<file path="src/rtl/vc_lru_tracker.sv">
// True-LRU recency stack for WAYS ways: touch (promote to MRU), demote (push to LRU), allocate.
// Define VC_LRU_PIN_EN to let pin_mask exclude ways from victim selection.
module vc_lru_tracker #(
  parameter int WAYS  = 8,
  parameter int IDX_W = $clog2(WAYS)
) (
  input  logic                  clk,
  input  logic                  reset,
  input  logic                  touch_valid,
  input  logic [IDX_W-1:0]      touch_way,
  input  logic                  demote_valid,
  input  logic [IDX_W-1:0]      demote_way,
  input  logic                  alloc_valid,
  input  logic [WAYS-1:0]       pin_mask,
  output logic [IDX_W-1:0]      victim_way,
  output logic                  victim_valid,
  output logic                  alloc_done,
  output logic [IDX_W-1:0]      alloc_way,
  output logic                  op_drop,
  output logic [WAYS*IDX_W-1:0] lru_state
);

  typedef logic [WAYS-1:0][IDX_W-1:0] stack_t;

  localparam logic [IDX_W:0] NumWays = (IDX_W+1)'(WAYS);

  stack_t           stack_q, stack_d;
  logic             alloc_done_q, alloc_done_d;
  logic [IDX_W-1:0] alloc_way_q, alloc_way_d;
  logic             op_drop_q, op_drop_d;

  function automatic stack_t reset_stack();
    stack_t r;
    for (int k = 0; k < WAYS; k++) r[k] = IDX_W'(k);
    return r;
  endfunction

  // Slots above the hit slide down one place; the hit way lands in the MRU slot.
  function automatic stack_t promote(stack_t s, logic [IDX_W-1:0] w);
    stack_t r;
    int     j;
    j = 0;
    for (int k = 0; k < WAYS; k++) if (s[k] == w) j = k;
    r = s;
    for (int k = 0; k < WAYS-1; k++) if (k >= j) r[k] = s[k+1];
    r[WAYS-1] = w;
    return r;
  endfunction

  function automatic stack_t demote(stack_t s, logic [IDX_W-1:0] w);
    stack_t r;
    int     j;
    j = 0;
    for (int k = 0; k < WAYS; k++) if (s[k] == w) j = k;
    r = s;
    for (int k = 1; k < WAYS; k++) if (k <= j) r[k] = s[k-1];
    r[0] = w;
    return r;
  endfunction

`ifdef VC_LRU_PIN_EN
  // Scan from MRU down so the lowest unpinned slot is the one that sticks.
  always_comb begin
    victim_way   = '0;
    victim_valid = 1'b0;
    for (int k = WAYS-1; k >= 0; k--) begin
      if (!pin_mask[stack_q[k]]) begin
        victim_way   = stack_q[k];
        victim_valid = 1'b1;
      end
    end
  end
`else
  logic unused_pin_mask;
  assign unused_pin_mask = ^pin_mask;
  assign victim_way      = stack_q[0];
  assign victim_valid    = 1'b1;
`endif

  always_comb begin
    stack_d      = stack_q;
    alloc_done_d = 1'b0;
    alloc_way_d  = alloc_way_q;
    op_drop_d    = 1'b0;
    if (alloc_valid) begin
      op_drop_d = touch_valid | demote_valid;
      if (victim_valid) begin
        stack_d      = promote(stack_q, victim_way);
        alloc_done_d = 1'b1;
        alloc_way_d  = victim_way;
      end else begin
        op_drop_d = 1'b1;
      end
    end else if (touch_valid) begin
      op_drop_d = demote_valid;
      if ({1'b0, touch_way} >= NumWays) op_drop_d = 1'b1;
      else stack_d = promote(stack_q, touch_way);
    end else if (demote_valid) begin
      if ({1'b0, demote_way} >= NumWays) op_drop_d = 1'b1;
      else stack_d = demote(stack_q, demote_way);
    end
  end

  always_ff @(posedge clk) begin
    if (reset) begin
      stack_q      <= reset_stack();
      alloc_done_q <= 1'b0;
      alloc_way_q  <= '0;
      op_drop_q    <= 1'b0;
    end else begin
      stack_q      <= stack_d;
      alloc_done_q <= alloc_done_d;
      alloc_way_q  <= alloc_way_d;
      op_drop_q    <= op_drop_d;
    end
  end

  assign lru_state  = stack_q;
  assign alloc_done = alloc_done_q;
  assign alloc_way  = alloc_way_q;
  assign op_drop    = op_drop_q;

endmodule

</file>
<file path="config.mk">
export PLATFORM = sky130hd
export DESIGN_NAME = vc_lru_tracker
export DESIGN_NICKNAME = d
export VERILOG_FILES = /design/src/rtl/vc_lru_tracker.sv
export SDC_FILE = /design/constraint.sdc
export NUM_CORES = 1
export LEC_CHECK = 0
export ABC_AREA = 1
export CORE_ASPECT_RATIO = 1.2
export CORE_MARGIN = 2
export CORE_UTILIZATION = 39
export CTS_CLUSTER_SIZE = 28
export DETAILED_ROUTE_END_ITERATION = 6
export PLACE_DENSITY = 0.61
export SYNTH_ARGS = -nofsm -noshare
export SYNTH_HDL_FRONTEND = slang
export SYNTH_SLANG_ARGS = --single-unit
export TNS_END_PERCENT = 50
</file>
<file path="constraint.sdc">
create_clock -name clk -period 2.2 [get_ports clk]
set_clock_uncertainty 0.1 [all_clocks]
set_input_delay 0.44 -clock clk [delete_from_list [all_inputs] [get_ports clk]]
set_output_delay 0.44 -clock clk [all_outputs]
set_load 0.02 [all_outputs]
</file>
==> key figures, run 1 <==
Outcome
  • Status: finished, final reports clean

Yosys
  • Net Count, Synth: 416
  • Mapped Area: 2590 um^2
  • Yosys cell types: 34
  • Adder-cell share of the synthesized area: 0%
  • Area leader, netlist: dfxtp_1
  • Largest family of logic cells by synthesized area: simple AND/OR/NAND/NOR gates
  • Synth top area cells: dfxtp_1 22%, xnor2_1 20%, nand2_1 17%
  • Fraction of the yosys area taken by sequential cells: 22.4%
  • #FFs+latches synth: 29
  • Fraction of synthesized area in multiplexers: 0.773%
  • Post-synth EDFFs: 0
  • Syn_area_per_cell: 6.53 um^2
  • Synth async-reset ratio: 0%
  • Main flop type after synthesis: dfxtp_1
  • Simple-Gate Fraction of Synth Area: 34.8%
  • Commonest cells post-synth: 115 x nand2_1, 58 x xnor2_1, 44 x nand3_1
  • Top-count cell post-synth: nand2_1
  • Synth top area share: 22.4%
  • Complex-gate fraction of the synthesized area: 8.93%
  • Gate Count Post-Synth: 397
  • XOR/XNOR share of the synthesized area: 20.6%
  • Synth warn: 0

Floorplan
  • Ports: 52
  • Initial core utilization: 40.2%
  • CORE AREA: 6450 um^2
  • DIE AREA: 7310 um^2
  • FP Rows: 32
  • Die width: 78.4 um
  • Die Y: 93.3 um

Layout
  • Share of layout cells above drive strength 1: 15.4%
  • Nets: 461
  • Area growth syn-to-layout: 29.1%
  • Final core utilization: 51.9%
  • ANT cells: 0

Drt
  • Via count: 2594
  • Initial DRC Count: 126
  • Residual DRC: 0
  • Pre-antenna DRT Iters: 4
  • Post-route ant nets: 0
  • WL final: 7.42 mm
  • Via density: 4.92
  • Wirelength per Cell: 14.1 um

Clock tree
  • Clock buffer count from CTS: 5
  • Hold buffers post-CTS: 0
  • Clk pin slew, worst setup/hold paths: 0.07 ns
  • CTS root buf: clkbuf_8
  • Worst-skew pair later-pin latency: 0.28 ns
  • CTS tree: done
  • Clock Sinks: 29
  • Deepest clock path buffer count: 2
  • H-tree levels: 2

Power and ir drop
  • Maximum VDD drop: 0.000579 V
  • Leakage power: 1.49 nW
  • Power Density: 1270 nW/um^2
  • Design Power: 4.24 mW

Timing
  • Post-layout min period: 2.04 ns
  • RSZ-0062 raised after global routing: true
  • Hold Violations, Final: 0
  • Max-slew violations: 0
  • Max frequency: 491 MHz
  • Setup-failing EPs final: 0
  • Period utilisation layout: 92.6%

Global routing
  • Vias in the first global route: 2412
  • GRT overflow: 0
  • First-pass GRT wire length: 12.0 mm
  • Pin count of the biggest net entering global routing: 34
  • Initial antenna violation count: 0
  • GR Util All Layers: 21.3%

Setup path
  • Cell Chain, Critical Path: clkdlybuf4s50_1
  • Worst reg2reg startpoint: victim_way[2]
  • CP required: 1.66 ns
  • Crit start category: flip-flop
  • Critical path class: reg2out
  • Worst R2R Path Depth: 13
  • CP max-delay cell: clkdlybuf4s50_1
  • Slowest stage delay, CP: 0.67 ns
  • R2r setup slk: 0.25 ns
  • CP Max Fanout: 7
  • Crit-path leading delay family: buffers and inverters
  • Critical R2R Capture: lru_state[7]
  • CP arrival: 1.50 ns
  • CP Buf/Inv Count: 1
  • Critical Path End Type: output pin

Hold path
  • Worst-case hold path end point: alloc_way[1]
  • Hold path cells: 2
  • Worst hold-check path type: reg2reg
  • Hold path startpoint: alloc_way[1]

Flow run
  • Max cap viols: 0

Placement
  • Placer congestion estimate: 0.852
  • PortBufs: 42
  • Dpl hpwl: 5.61 mm
==> area by class of cell <==
| type | count | area (um^2) |
|---|---|---|
| Fill cell | 660 | 3100 |
| Multi-Input combinational cell | 305 | 1720 |
| Timing Repair Buffer | 76 | 757 |
| Sequential cell | 29 | 581 |
| Tap cell | 85 | 106 |
| Inverter | 25 | 93.8 |
| Clock buffer | 7 | 86.3 |
==> worst register-to-register path, stage by stage, from the launching register on <==
cell     delay, ns
dfxtp_1       0.49
buf_4         0.21
xnor2_1       0.11
nand3_1       0.13
nand2_1       0.08
nand2_1       0.06
nand2_1       0.08
nand2_1       0.07
nand2_1       0.06
nand3_1       0.07
nand2_1       0.19
nand2_1       0.08
nand2_1       0.06
nand3_1       0.06
==> kinds of logic after synthesis <==
group | count (synthesis)
AND/OR/NAND/NOR | 203
buffers and inverters | 63
AO/OA/AOI/OAI | 38
multiplexers | 2
other | 1
XOR/XNOR | 61
flip-flops | 29
==> worst max-delay path by stage <==
stage / startpoint / to / slack, ns / cells after the start
floorplan: victim_way[2] / victim_way[0] / 0.43 / 12
finish: lru_state[3] / lru_state[3] / 0.16 / 1
global route: demote_way[1] / lru_state[7] / -0.01 / 12
detailed placement: touch_way[0] / lru_state[4] / -0.20 / 13
CTS: touch_way[0] / victim_way[1] / 0.09 / 15
global placement: demote_way[0] / lru_state[9] / -0.16 / 12
==> per-stage QoR <==
step | TNS [ns] | hold slack [ns] | setup slack (ns) | instances | instance area, um^2
floorplan | 0 | 0.436 | 0.430 | 397 | 2590
global placement | -2.39 | 0.352 | -0.156 | 519 | 3200
detailed placement | -3.05 | 0.355 | -0.200 | 519 | 3200
CTS | 0 | 0.364 | 0.0921 | 526 | 3290
global route | -0.0196 | 0.390 | -0.0119 | 527 | 3350
finish | 0 | 0.359 | 0.163 | 527 | 3350
==> layer usage <==
layer	routed length [um]	part of all wire [%]	GRT usage, %
met4	158	2.1	7.89
met2	3770	51	37.9
met3	367	4.9	2.51
met1	3120	42	26.2
met5	0	0	0
==> placed cells by master, fill, tap and decap left out <==
cell	Yosys	final
nand2_1	115	111
xnor2_1	58	58
nand3_1	44	42
clkdlybuf4s50_1	0	39
dfxtp_1	29	29
buf_4	10	26
inv_1	22	22
nor2_1	21	21
o21ai_0	15	15
a21oi_1	13	13
nand2_2	5	8
nand3_2	5	7
o211ai_1	6	6
clkbuf_8	0	6
buf_12	0	5
nor2_2	5	4
xor2_1	3	3
dlymetal6s2s_1	0	3
buf_6	3	3
nor3_1	2	2
nand2_4	1	2
inv_2	2	2
mux2i_1	2	2
nor2_4	1	2
nor3b_1	1	1
o21ai_4	1	1
and2_1	1	1
a21oi_4	1	1
a31oi_1	1	1
clkinv_1	1	1
nand4_1	1	1
a211oi_1	1	1
or2_2	1	1
conb_1	1	1
clkbuf_1	6	1
==> what timing repair did <==
action,4_1_cts,5_1_grt
endpoints found under the setup margin,0,15
resized for setup,0,14
setup buffers,0,1
==> sequential cells by signal, indices dropped and copies added (netlist names) <==
name        cells
lru_state      21
alloc_way       3
victim_way      3
alloc_done      1
op_drop         1
==> where the power goes <==
group          switching, mW  leakage, nW  total (mW)  internal [mW]
logic                   1.49         1.20        2.75           1.26
clock network          0.207       0.0443       0.455          0.248
registers              0.348        0.241        1.04          0.690
total                   2.04         1.49        4.24           2.20
Note: power is estimated with default switching activity, not from simulation.
==> run 2, diff against run 1 <==
CTS_BUF_LIST = sky130_fd_sc_hd__clkbuf_2   (was not set)
==> key figures, run 2 (synthesis gave the netlist of run 1 again) <==
Clock tree
  • CTS root buf: clkbuf_2
  • H-tree levels: 2 (unchanged)
  • Clock buffer count from CTS: 5 (unchanged)
  • Post-CTS Resized: 0 (unchanged)
  • Clk pin slew, worst setup/hold paths: 0.15 ns (+0.08 ns)
  • Hold buffers post-CTS: 0 (unchanged)
  • CTS tree: done
  • Worst-skew pair later-pin latency: 0.37 ns (+0.09 ns)
  • Clock Sinks: 29 (unchanged)
  • Post-CTS Setup Bufs: 0 (unchanged)
  • Deepest clock path buffer count: 2 (unchanged)

Power and ir drop
  • Gate power share: 67.2% (+2.4 points)
  • Leakage power: 1.43 nW (-4.0%)
  • Switching part of the total: 49.8% (+1.7 points)
  • Seq pwr share: 26.1% (+1.7 points)
  • Internal power: 2.02 mW (-8.3%)
  • Clock power frac: 6.7% (-4.0 points)
  • Power Density: 1240 nW/um^2 (-2.4%)
  • Maximum VDD drop: 0.000561 V (-3.2%)
  • Psw: 2.00 mW (-2.1%)

Placement
  • Cells after DPL: 519 (unchanged)
  • Placer congestion estimate: 0.852 (unchanged)
  • PortBufs: 42 (unchanged)
  • Dpl hpwl: 5.61 mm (unchanged)

Setup path
  • CP Buf/Inv Count: 1 (unchanged)
  • CP arrival: 1.60 ns (+0.10 ns)
  • Critical Path End Type: output pin
  • Slowest stage delay, CP: 0.67 ns (about the same)
  • Crit-path leading delay family: buffers and inverters
  • CP max-delay cell: clkdlybuf4s50_1
  • CP Max Fanout: 7 (unchanged)
  • Critical path class: reg2out
  • Cell Chain, Critical Path: clkdlybuf4s50_1
  • Crit start category: flip-flop
  • CP required: 1.66 ns (about the same)

Timing
  • Max frequency: 468 MHz (-4.6%)
  • Min Hold Slack: 0.370 ns (+0.0117 ns)
  • Post-layout min period: 2.14 ns (+0.0989 ns)
  • Hold Violations, Final: 0 (unchanged)
  • Setup TNS: 0 ns (unchanged)
  • Setup-failing EPs final: 0 (unchanged)
  • RSZ-0062 raised after global routing: false
  • Period utilisation layout: 97.1% (+4.5 points)
  • Max-slew violations: 0 (unchanged)

Global routing
  • First-pass GRT wire length: 11.9 mm (-0.75%)
  • Vias in the first global route: 2395 (-0.70%)
  • Pin count of the biggest net entering global routing: 34 (unchanged)
  • GRT overflow: 0 (unchanged)
  • GR Util All Layers: 21.1% (-0.20 points)
  • Initial antenna violation count: 0 (unchanged)

Layout
  • Final std cells w/o fill: 526 (-0.19%)
  • Most frequent cells in the layout: 115 x nand2_1, 58 x xnor2_1, 44 x nand3_1
  • Nets: 460 (-0.22%)
  • Fillcell total: 671 (+1.7%)
  • Area growth syn-to-layout: 25.2%
  • Max FFs per register: 21 (unchanged)
  • Share of layout cells above drive strength 1: 15.2% (-0.19 points)
  • Most common cell after layout, fill and taps aside: nand2_1
  • ANT cells: 0 (unchanged)
  • Final core utilization: 50.3% (-1.6 points)

Floorplan
  • CORE AREA: 6450 um^2 (unchanged)
  • Die width: 78.4 um (unchanged)
  • Initial core utilization: 40.2% (unchanged)
  • FP Rows: 32 (unchanged)
  • Die Y: 93.3 um (unchanged)
  • DIE AREA: 7310 um^2 (unchanged)
  • Ports: 52 (unchanged)

Drt
  • Initial DRC Count: 145 (+15%)
  • Via count: 2563 (-1.2%)
  • WL final: 7.35 mm (-1.0%)
  • Residual DRC: 0 (unchanged)
  • Post-route ant nets: 0 (unchanged)
  • Pre-antenna DRT Iters: 6 (+2)
  • Wirelength per Cell: 14.0 um (-0.85%)
  • Via density: 4.87 (-1.0%)

Outcome
  • Status: finished, final reports clean

Hold path
  • Worst hold-check path type: reg2reg

Flow run
  • Max cap viols: 0 (unchanged)
## run 2: metal layers
layer	share of wire [%]	GRT usage [%]
met2	50	37.4
met4	1.9	7.02
met5	0	0
met1	44	26.2
met3	3.6	2.80
## run 2: layout make-up
class | instances | area (um^2) | area share [%]
well taps | 85 | 106 | 3.28
flip-flops and latches | 29 | 588 | 18.1
repair buffers | 75 | 731 | 22.5
inverters | 25 | 93.8 | 2.89
clock inverters | 1 | 3.75 | 0.116
multi-input cells | 305 | 1690 | 52.1
clock buffers | 6 | 30.0 | 0.926
## run 2: worst paths after layout
check / start / end / slack [ns] / cells past startpoint
worst min register to register: alloc_way[1] / alloc_way[1] / 0.37 / 2
worst max register to register: victim_way[2] / lru_state[7] / 0.24 / 13
worst min-delay path: alloc_way[1] / alloc_way[1] / 0.37 / 2
worst max-delay path: lru_state[11] / lru_state[11] / 0.06 / 1
## run 2: power by group through the flow
| stage | clock network, mW | logic [mW] | registers, mW |
|---|---|---|---|
| floorplan | 0 | 2.02 | 0.987 |
| global placement | 0 | 2.65 | 1.05 |
| detailed placement | 0 | 2.70 | 1.06 |
| CTS | 0.279 | 2.71 | 1.04 |
| global route | 0.301 | 2.98 | 1.08 |
| finish | 0.269 | 2.70 | 1.05 |
## run 2: metrics by stage
stage          power [mW]  cell area [um^2]  setup WS, ns
2_1_floorplan        3.00              2590         0.430
3_3_place_gp         3.70              3200        -0.156
3_5_place_dp         3.75              3200        -0.200
4_1_cts              4.03              3240        0.0150
5_1_grt              4.37              3240      0.000315
6_report             4.02              3240        0.0639
==> run 3, diff against run 2 <==
CORE_MARGIN = not set   (was 2)
clock period = 1.98 ns   (was 2.2 ns; I/O delays follow)
==> key figures, run 3 (synthesis gave the netlist of run 1 again) <==
Placement
  • Cells after DPL: 526 (+1.3%)
  • PortBufs: 42 (unchanged)
  • Dpl hpwl: 5.64 mm (+0.52%)
  • Placer congestion estimate: 0.922 (+8.2%)
  • DP Worst Slack: -0.360 ns (-0.159 ns)

Drt
  • Residual DRC: 0 (unchanged)
  • WL final: 7.38 mm (+0.41%)
  • Via count: 2655 (+3.6%)
  • Pre-antenna DRT Iters: 5 (-1)
  • Wirelength per Cell: 13.8 um (-1.5%)
  • Post-route ant nets: 0 (unchanged)
  • Initial DRC Count: 143 (-1.4%)
  • Via density: 4.95 (+1.7%)

Setup path
  • Crit start category: flip-flop
  • CP arrival: 1.43 ns (-0.17 ns)
  • CP Buf/Inv Count: 1 (unchanged)
  • Cell Chain, Critical Path: clkdlybuf4s50_1
  • CP max-delay cell: clkdlybuf4s50_1
  • Critical path class: reg2out
  • CP required: 1.48 ns (-0.18 ns)
  • Critical Path End Type: output pin
  • CP Max Fanout: 6 (-1)
  • Crit-path leading delay family: buffers and inverters
  • Slowest stage delay, CP: 0.63 ns (-0.04 ns)

Timing
  • Post-layout min period: 1.93 ns
  • Period utilisation layout: 97.2%
  • Hold Violations, Final: 0 (unchanged)
  • Final WS setup: 0.0545 ns (-0.00937 ns)
  • Setup TNS: 0 ns (unchanged)
  • Setup-failing EPs final: 0 (unchanged)
  • Max-slew violations: 0 (unchanged)
  • Max frequency: 519 MHz

Layout
  • Max FFs per register: 21 (unchanged)
  • Nets: 470 (+2.2%)
  • Area growth syn-to-layout: 33.5%
  • ANT cells: 0 (unchanged)
  • Final core utilization: 54.0% (+3.7 points)
  • Share of layout cells above drive strength 1: 23.7% (+8.5 points)
  • Final std cells w/o fill: 536 (+1.9%)
  • Most frequent cells in the layout: 106 x nand2_1, 58 x xnor2_1, 39 x nand3_1
  • Most common cell after layout, fill and taps aside: nand2_1

Clock tree
  • CTS root buf: clkbuf_2
  • Clock buffer count from CTS: 5 (unchanged)
  • Deepest clock path buffer count: 2 (unchanged)
  • H-tree levels: 2 (unchanged)
  • Clk pin slew, worst setup/hold paths: 0.15 ns (about the same)
  • Hold buffers post-CTS: 0 (unchanged)
  • Clock Sinks: 29 (unchanged)
  • CTS tree: done
  • Worst-skew pair later-pin latency: 0.37 ns (about the same)

Floorplan
  • Die Y: 91.3 um (-2.1%)
  • CORE AREA: 6410 um^2 (-0.62%)
  • FP Rows: 32 (unchanged)
  • DIE AREA: 6980 um^2 (-4.6%)
  • Ports: 52 (unchanged)
  • Die width: 76.4 um (-2.6%)
  • Initial core utilization: 40.4% (+0.25 points)

Global routing
  • GR Util All Layers: 22.0% (+0.93 points)
  • Vias in the first global route: 2494 (+4.1%)
  • First-pass GRT wire length: 12.1 mm (+1.9%)
  • Initial antenna violation count: 0 (unchanged)
  • Pin count of the biggest net entering global routing: 21 (-38%)
  • GRT overflow: 0 (unchanged)

Outcome
  • Status: finished, final reports clean

Hold path
  • Worst hold-check path type: reg2reg

Power and ir drop
  • Leakage power: 1.64 nW (+15%)
  • Maximum VDD drop: 0.000616 V (+9.8%)
  • Power Density: 1350 nW/um^2 (+9.1%)
  • Design Power: 4.67 mW (+16%)

Flow run
  • Max cap viols: 0 (unchanged)
run 3: cell types whose count changed in the layout (fill, tap and decap cells not counted), moves of 9 or more:
cell / previous run / this run
clkdlybuf4s50_1: 42 / 18
dlymetal6s2s_1: 0 / 16
dfxtp_1: 23 / 8
dfxtp_2: 6 / 21
nand2_1: 115 / 106
run 3: final timing paths:
check / start / end / slack (ns) / cells past startpoint
worst max-delay path: lru_state[7] / lru_state[7] / 0.05 / 1
worst min-delay path: alloc_way[1] / alloc_way[1] / 0.37 / 2
worst max register to register: victim_way[0] / victim_way[2] / 0.15 / 13
worst min register to register: alloc_way[1] / alloc_way[1] / 0.37 / 2
run 3: per-stage QoR:
stage	cell area, um^2	hold slack [ns]
after floorplan	2590	0.436
after global placement	3240	0.355
after detailed placement	3240	0.353
after CTS	3290	0.372
after global routing	3460	0.411
final	3460	0.372
run 3: final cells by class:
cell class,count,area [um^2]
inverters,25,93.8
fillers,671,2950
flip-flops and latches,29,607
clock inverters,1,3.75
well taps,85,106
multi-input cells,305,1770
clock buffers,6,30.0
repair buffers,85,850
run 3: repair_timing:
item | in CTS | in global routing
resized for setup | 28 | 44
endpoints found under the setup margin | 24 | 25
pin swaps | 0 | 15
hold endpoints to repair | 0 | 0
buffers inserted | 0 | 3
run 3: per-layer routing:
| layer | routed length (um) | share of wire (%) | global-route usage [%] | up-vias |
|---|---|---|---|---|
| met4 | 141 | 1.9 | 8.01 | 0 |
| met3 | 251 | 3.4 | 2.81 | 14 |
| li1 | - | - | - | 1344 |
| met1 | 3290 | 45 | 26.5 | 1230 |
| met2 | 3690 | 50 | 39.5 | 67 |
| met5 | 0 | 0 | 0 | - |
run 3: power breakdown:
part	total (mW)	internal (mW)	switching [mW]
Clock	0.288	0.0823	0.206
Sequential	1.16	0.799	0.361
Combinational	3.22	1.44	1.78
